### config.mk
export PLATFORM = sky130hd
export DESIGN_NAME = program_preloader_flat
export DESIGN_NICKNAME = d
export VERILOG_FILES = /design/src/rtl/program_preloader_if.sv /design/src/rtl/program_preloader.sv /design/src/flat_wrapper.sv
export SDC_FILE = /design/constraint.sdc
export NUM_CORES = 1
export LEC_CHECK = 0
export ABC_AREA = 1
export BUFFER_PORTS_ARGS = -buffer_cell sky130_fd_sc_hd__buf_4
export CAP_MARGIN = 20
export CORE_MARGIN = 1.5
export CORE_UTILIZATION = 30
export DETAILED_ROUTE_END_ITERATION = 10
export GPL_ROUTABILITY_DRIVEN = 0
export GPL_TIMING_DRIVEN = 0
export PLACE_DENSITY = 0.62
export SYNTH_ARGS = -nofsm -noshare
export SYNTH_HDL_FRONTEND = slang
export SYNTH_SLANG_ARGS = --single-unit
### constraint.sdc
create_clock -name clk -period 1.5 [get_ports clk]
set_input_delay 0.075 -clock clk [delete_from_list [all_inputs] [get_ports clk]]
set_output_delay 0.075 -clock clk [all_outputs]
set_load 0.03 [all_outputs]
### src/rtl/program_preloader_if.sv
// Stream, memory and status signals of the program preloader.
// The slave modport is the loader; the master modport is the stream source, memory and core side.

interface program_preloader_if #(
  parameter int unsigned ADDR_WIDTH = 16,
  parameter int unsigned DATA_WIDTH = 8
);
  logic                  start;
  logic [ADDR_WIDTH-1:0] len;
  logic                  src_valid;
  logic [DATA_WIDTH-1:0] src_data;
  logic                  src_ready;
  logic [ADDR_WIDTH-1:0] mem_addr;
  logic                  mem_we;
  logic [DATA_WIDTH-1:0] mem_din;
  logic [DATA_WIDTH-1:0] mem_dout;
  logic                  hold_cpu;
  logic                  busy;
  logic                  done;
  logic                  error;
  logic [DATA_WIDTH-1:0] csum;

  modport slave (
    input  start, len, src_valid, src_data, mem_dout,
    output src_ready, mem_addr, mem_we, mem_din, hold_cpu, busy, done, error, csum
  );

  modport master (
    output start, len, src_valid, src_data, mem_dout,
    input  src_ready, mem_addr, mem_we, mem_din, hold_cpu, busy, done, error, csum
  );
endinterface

### src/rtl/program_preloader.sv
// Streams `len` words into memory from BASE_ADDR and holds the core in reset until finished.
// Define PRELOAD_VERIFY_EN to add a readback checksum pass that gates core release.

module program_preloader #(
  parameter int unsigned           ADDR_WIDTH = 16,
  parameter int unsigned           DATA_WIDTH = 8,
  parameter logic [ADDR_WIDTH-1:0] BASE_ADDR  = 16'h0600
) (
  input logic                clk,
  input logic                reset,
  program_preloader_if.slave bus
);

  typedef enum logic [2:0] {
    StIdle,
    StWrite,
`ifdef PRELOAD_VERIFY_EN
    StVerify,
`endif
    StDone,
    StError
  } state_e;

  localparam logic [ADDR_WIDTH-1:0] CntOne = ADDR_WIDTH'(1);

  state_e                state_q;
  logic [ADDR_WIDTH-1:0] cnt_q;
  logic [ADDR_WIDTH-1:0] ptr_q;
  logic [DATA_WIDTH-1:0] csum_q;
  logic                  src_ready_q;
  logic                  busy_q;
  logic                  done_q;
  logic                  hold_q;
  logic                  beat;
  logic                  can_start;

  assign beat      = bus.src_valid & src_ready_q;
  assign can_start = bus.start & (state_q inside {StIdle, StDone, StError});

`ifdef PRELOAD_VERIFY_EN
  logic [ADDR_WIDTH-1:0] len_q;
  logic [DATA_WIDTH-1:0] rsum_q;
  logic [DATA_WIDTH-1:0] rsum_next;
  logic                  rd_vld_q;
  logic                  error_q;

  // Read data arrives one cycle after its address, so it is qualified by rd_vld_q.
  assign rsum_next = rsum_q + (rd_vld_q ? bus.mem_dout : '0);
  assign bus.error = error_q;
`else
  assign bus.error = 1'b0;
`endif

  always_ff @(posedge clk or posedge reset) begin
    if (reset) begin
      state_q     <= StIdle;
      cnt_q       <= '0;
      ptr_q       <= '0;
      csum_q      <= '0;
      src_ready_q <= 1'b0;
      busy_q      <= 1'b0;
      done_q      <= 1'b0;
      hold_q      <= 1'b1;
`ifdef PRELOAD_VERIFY_EN
      len_q       <= '0;
      rsum_q      <= '0;
      rd_vld_q    <= 1'b0;
      error_q     <= 1'b0;
`endif
    end else begin
      unique case (state_q)
        StIdle, StDone, StError: begin
          if (can_start) begin
            cnt_q  <= bus.len;
            ptr_q  <= BASE_ADDR;
            csum_q <= '0;
`ifdef PRELOAD_VERIFY_EN
            len_q   <= bus.len;
            error_q <= 1'b0;
`endif
            if (bus.len == '0) begin
              state_q     <= StDone;
              done_q      <= 1'b1;
              hold_q      <= 1'b0;
              busy_q      <= 1'b0;
              src_ready_q <= 1'b0;
            end else begin
              state_q     <= StWrite;
              done_q      <= 1'b0;
              hold_q      <= 1'b1;
              busy_q      <= 1'b1;
              src_ready_q <= 1'b1;
            end
          end
        end
        StWrite: begin
          if (beat) begin
            csum_q <= csum_q + bus.src_data;
            if (cnt_q == CntOne) begin
              src_ready_q <= 1'b0;
`ifdef PRELOAD_VERIFY_EN
              state_q  <= StVerify;
              ptr_q    <= BASE_ADDR;
              cnt_q    <= len_q;
              rsum_q   <= '0;
              rd_vld_q <= 1'b0;
`else
              state_q <= StDone;
              ptr_q   <= ptr_q + CntOne;
              cnt_q   <= '0;
              busy_q  <= 1'b0;
              done_q  <= 1'b1;
              hold_q  <= 1'b0;
`endif
            end else begin
              ptr_q <= ptr_q + CntOne;
              cnt_q <= cnt_q - CntOne;
            end
          end
        end
`ifdef PRELOAD_VERIFY_EN
        StVerify: begin
          rsum_q   <= rsum_next;
          rd_vld_q <= (cnt_q != '0);
          if (cnt_q != '0) begin
            ptr_q <= ptr_q + CntOne;
            cnt_q <= cnt_q - CntOne;
          end else begin
            busy_q <= 1'b0;
            if (rsum_next == csum_q) begin
              state_q <= StDone;
              done_q  <= 1'b1;
              hold_q  <= 1'b0;
            end else begin
              state_q <= StError;
              error_q <= 1'b1;
            end
          end
        end
`endif
        default: state_q <= StIdle;
      endcase
    end
  end

  // Write strobe and data follow the beat combinationally so each word lands in its own cycle.
  always_comb begin
    bus.mem_addr = '0;
    if (state_q == StWrite) bus.mem_addr = ptr_q;
`ifdef PRELOAD_VERIFY_EN
    if (state_q == StVerify) bus.mem_addr = ptr_q;
`endif
  end

  assign bus.mem_we    = beat;
  assign bus.mem_din   = beat ? bus.src_data : '0;
  assign bus.src_ready = src_ready_q;
  assign bus.hold_cpu  = hold_q;
  assign bus.busy      = busy_q;
  assign bus.done      = done_q;
  assign bus.csum      = csum_q;

endmodule
### src/flat_wrapper.sv
// flat-port wrapper written by rule: the top's interface ports become plain ports
module program_preloader_flat 
#(
  parameter int unsigned           ADDR_WIDTH = 16,
  parameter int unsigned           DATA_WIDTH = 8,
  parameter logic [ADDR_WIDTH-1:0] BASE_ADDR  = 16'h0600
)
  (clk, reset, bus_start, bus_len, bus_src_valid, bus_src_data, bus_mem_dout, bus_src_ready, bus_mem_addr, bus_mem_we, bus_mem_din, bus_hold_cpu, bus_busy, bus_done, bus_error, bus_csum);
  program_preloader_if #(.ADDR_WIDTH(ADDR_WIDTH), .DATA_WIDTH(DATA_WIDTH)) bus_i ();
  input logic clk;
  input logic reset;
  input wire logic [$bits(bus_i.start)-1:0] bus_start;
  input wire logic [$bits(bus_i.len)-1:0] bus_len;
  input wire logic [$bits(bus_i.src_valid)-1:0] bus_src_valid;
  input wire logic [$bits(bus_i.src_data)-1:0] bus_src_data;
  input wire logic [$bits(bus_i.mem_dout)-1:0] bus_mem_dout;
  output wire logic [$bits(bus_i.src_ready)-1:0] bus_src_ready;
  output wire logic [$bits(bus_i.mem_addr)-1:0] bus_mem_addr;
  output wire logic [$bits(bus_i.mem_we)-1:0] bus_mem_we;
  output wire logic [$bits(bus_i.mem_din)-1:0] bus_mem_din;
  output wire logic [$bits(bus_i.hold_cpu)-1:0] bus_hold_cpu;
  output wire logic [$bits(bus_i.busy)-1:0] bus_busy;
  output wire logic [$bits(bus_i.done)-1:0] bus_done;
  output wire logic [$bits(bus_i.error)-1:0] bus_error;
  output wire logic [$bits(bus_i.csum)-1:0] bus_csum;
  assign bus_i.start = bus_start;
  assign bus_i.len = bus_len;
  assign bus_i.src_valid = bus_src_valid;
  assign bus_i.src_data = bus_src_data;
  assign bus_i.mem_dout = bus_mem_dout;
  assign bus_src_ready = bus_i.src_ready;
  assign bus_mem_addr = bus_i.mem_addr;
  assign bus_mem_we = bus_i.mem_we;
  assign bus_mem_din = bus_i.mem_din;
  assign bus_hold_cpu = bus_i.hold_cpu;
  assign bus_busy = bus_i.busy;
  assign bus_done = bus_i.done;
  assign bus_error = bus_i.error;
  assign bus_csum = bus_i.csum;
  program_preloader #(.ADDR_WIDTH(ADDR_WIDTH), .DATA_WIDTH(DATA_WIDTH), .BASE_ADDR(BASE_ADDR)) u_core (.clk(clk), .reset(reset), .bus(bus_i));
endmodule
==> results.json <==
{
  "max_cap_viol_count": 0,
  "row_count": 37,
  "slowest_stage": "dfrtp_2",
  "grt.overflow.total": 0,
  "path_class": "flop to flop",
  "ant_nets": 0,
  "clockRootBuffer": "clkbuf_8",
  "cts_num_sinks": 45,
  "worst-path-buf-inv": 0,
  "synth_top_area_frac": 0.3506,
  "postSynthAreaPerCell_um2": 6.963,
  "vias": 3097,
  "setup_slack_ps": 32.95,
  "pre_cts_ws_ps": -102.7,
  "clkTransAtPathRegs_ps": 100,
  "drv_slew": 0,
  "place_inst": 652,
  "worstPathArrival_ps": 1700,
  "final_area_um2": 4165,
  "synth_cell_types": 40,
  "synth_area_leader_cell": "dfrtp_1",
  "grt_max_degree": 28,
  "finClkSkew_ps": 15.59,
  "drt_first_pass_iters": 6,
  "io_buffers": 64,
  "viasPerCell": 4.629,
  "max_freq_mhz": 681.6,
  "fin_nets": 579,
  "cts_buffer_depth": 2,
  "drt_iter0_markers": 135,
  "dpl_cell_area_um2": 3847,
  "post_drt_wl_per_cell_um": 12.32,
  "post-dp-hpwl_um": 6242,
  "ys_seq_area_frac": 0.3590,
  "path_cells": "ha_4 > fa_2 > a31o_2 > nand2_1 > nand2_1 > o21ai_1",
  "hold_viol": 0,
  "grt_pass1_wl_um": 14170,
  "p_leak_nw": 2.018,
  "cp_data_required_time_ps": 1730,
  "start_util": 0.3070,
  "startpoint_type": "flop",
  "numCtsBuffers": 5,
  "p_per_area_nw_per_um2": 1787,
  "endpoint_kind": "flop",
  "synth.net_count": 498,
  "cp_max_fo": 3,
  "syn_to_final_growth_pct": 32.63,
  "cp_common_cell": "nand2_1",
  "fin_cells": 669,
  "period_minus_slack_ps": 1467,
  "min_path_type": "input pin to flop",
  "die_h_um": 105.3,
  "antenna_found_initial": 0,
  "power_mw": 7.444,
  "syn_area_um2": 3141,
  "syn_inst": 451,
  "rsz0062_at_grt": "true",
  "critical-path-top-delay-family": "adder cells",
  "drive_gt1_frac": 0.2946,
  "diodes": 0,
  "synth-seq-cells": 45,
  "core_um2": 10230,
  "setup_tns_ps": 0,
  "ios": 74,
  "die_w_um": 105.3,
  "slowest_delay_ps": 440,
  "drcViolationCount": 0,
  "clk_latency_ps": 310,
  "grt_pass1_vias": 3020,
  "groute.usage.overall": 0.1558,
  "dieArea_um2": 11090,
  "wirelength_um": 8245,
  "ys_top_cells_by_area": "dfrtp_1 (35%), nand2_1 (12%), nor2_1 (10%), inv_1 (6.3%), nand3_1 (4.8%)",
  "vdd_drop_max_mv": 0.6294,
  "status": "finished clean",
  "synth.yosys.warnings": 0,
  "post-route-period-util": 0.9780,
  "htreeDepth": 2,
  "cts_tree": "built",
  "finalSetupViolations": 0
}
## final cells by class
type	count	area (um^2)
fillers	1073	6066
multi-input cells	337	1839
flip-flops and latches	45	1135
repair buffers	74	570.5
inverters	58	229.0
well taps	136	170.2
plain buffers	11	101.3
clock buffers	6	82.58
clock inverters	2	37.54
## cell usage in the layout (no fill, tap or decap), types with 13 or more instances in the layout
master	count
nor2_1	76
a21oi_1	27
a21oi_2	13
dfrtp_1	38
nand2_1	100
nand3_1	29
nand4_1	13
buf_4	74
inv_1	51
## stage by stage
step                      hold WS, ps    util
after CTS                       57.33  0.3946
after global routing            65.95  0.4071
final                           62.47  0.4071
after global placement          371.7  0.3741
after floorplan                 246.0       -
after detailed placement        121.0  0.3761
## worst register-to-register path, cell delays in order, from the launching register on
cell and delay (ps):
dfrtp_2 440, ha_4 170, fa_2 360, a31o_2 220, nand2_1 60, nand2_1 40, o21ai_1 110
## layer usage
layer | GRT usage | wire, um | vias up | part of all wire
li1 | - | - | 1607 | -
met1 | 0.2042 | 3920 | 1423 | 0.48
met2 | 0.2708 | 3902 | 61 | 0.47
met3 | 0.01979 | 353 | 6 | 0.043
met4 | 0.03914 | 68 | 0 | 0.0082
met5 | 0 | 0 | - | 0
## synth_stat cells (all sizes together)
cell type	number
a21boi	1
a21o	1
a21oi	40
a22o	2
a31o	1
buf	11
clkinv	1
conb	1
dfrtp	44
dfstp	1
fa	1
ha	10
inv	57
nand2	109
nand3	31
nand3b	1
nand4	13
nor2	88
nor3	6
nor3b	2
o21ai	21
or2	5
xnor2	2
xor2	2
## path summary, 6_finish.rpt
| path | from | end | slack, ps | cells past startpoint |
|---|---|---|---|---|
| setup / recovery | u_core.bus.csum[0] | u_core.bus.csum[4] | 30 | 6 |
| hold / removal | bus_len[13] | u_core.cnt_q[13] | 60 | 3 |
| setup reg to reg | u_core.bus.csum[0] | u_core.bus.csum[4] | 30 | 6 |
| hold reg to reg | u_core.bus.hold_cpu | u_core.bus.hold_cpu | 480 | 2 |
| max in group asynchronous | reset | u_core.bus.hold_cpu | 580 | 4 |
| min in group asynchronous | reset | u_core.ptr_q[2] | 330 | 3 |
## sequential cells by signal, summed over array words and instances, names as in the netlist
name and flops:
u_core.bus.csum 8, u_core.ptr_q 16, u_core.cnt_q 16, u_core.bus.done 1, u_core.bus.src_ready 1, u_core.state_q 2, u_core.bus.hold_cpu 1
## repair_timing
action                                 in CTS  in global routing
gates resized for setup                     9                 31
pin swaps                                   3                  4
buffers inserted                            5                  3
endpoints found under the hold margin      18                  0
hold buffers                                1                  0
setup endpoints to repair                  37                 51
## report_power, final
| part | internal [mW] | switching, mW |
|---|---|---|
| Sequential | 1.65 | 0.487 |
| Clock | 0.543 | 0.460 |
| Combinational | 1.71 | 2.59 |
## cells by family (layout without fill, tap and decap cells)
group / after synthesis / after routing / synth area share
adders and majority gates: 11 / 11 / 0.04622
DFF: 45 / 45 / 0.3590
other: 1 / 1 / 0.001194
xor gates and xnor gates: 4 / 4 / 0.01116
and+or+nand+nor: 255 / 255 / 0.3606
buffers and inverters: 69 / 151 / 0.09840
AOI/OAI and AO/OA: 66 / 66 / 0.1235
Power figures use the tool's default switching activity.
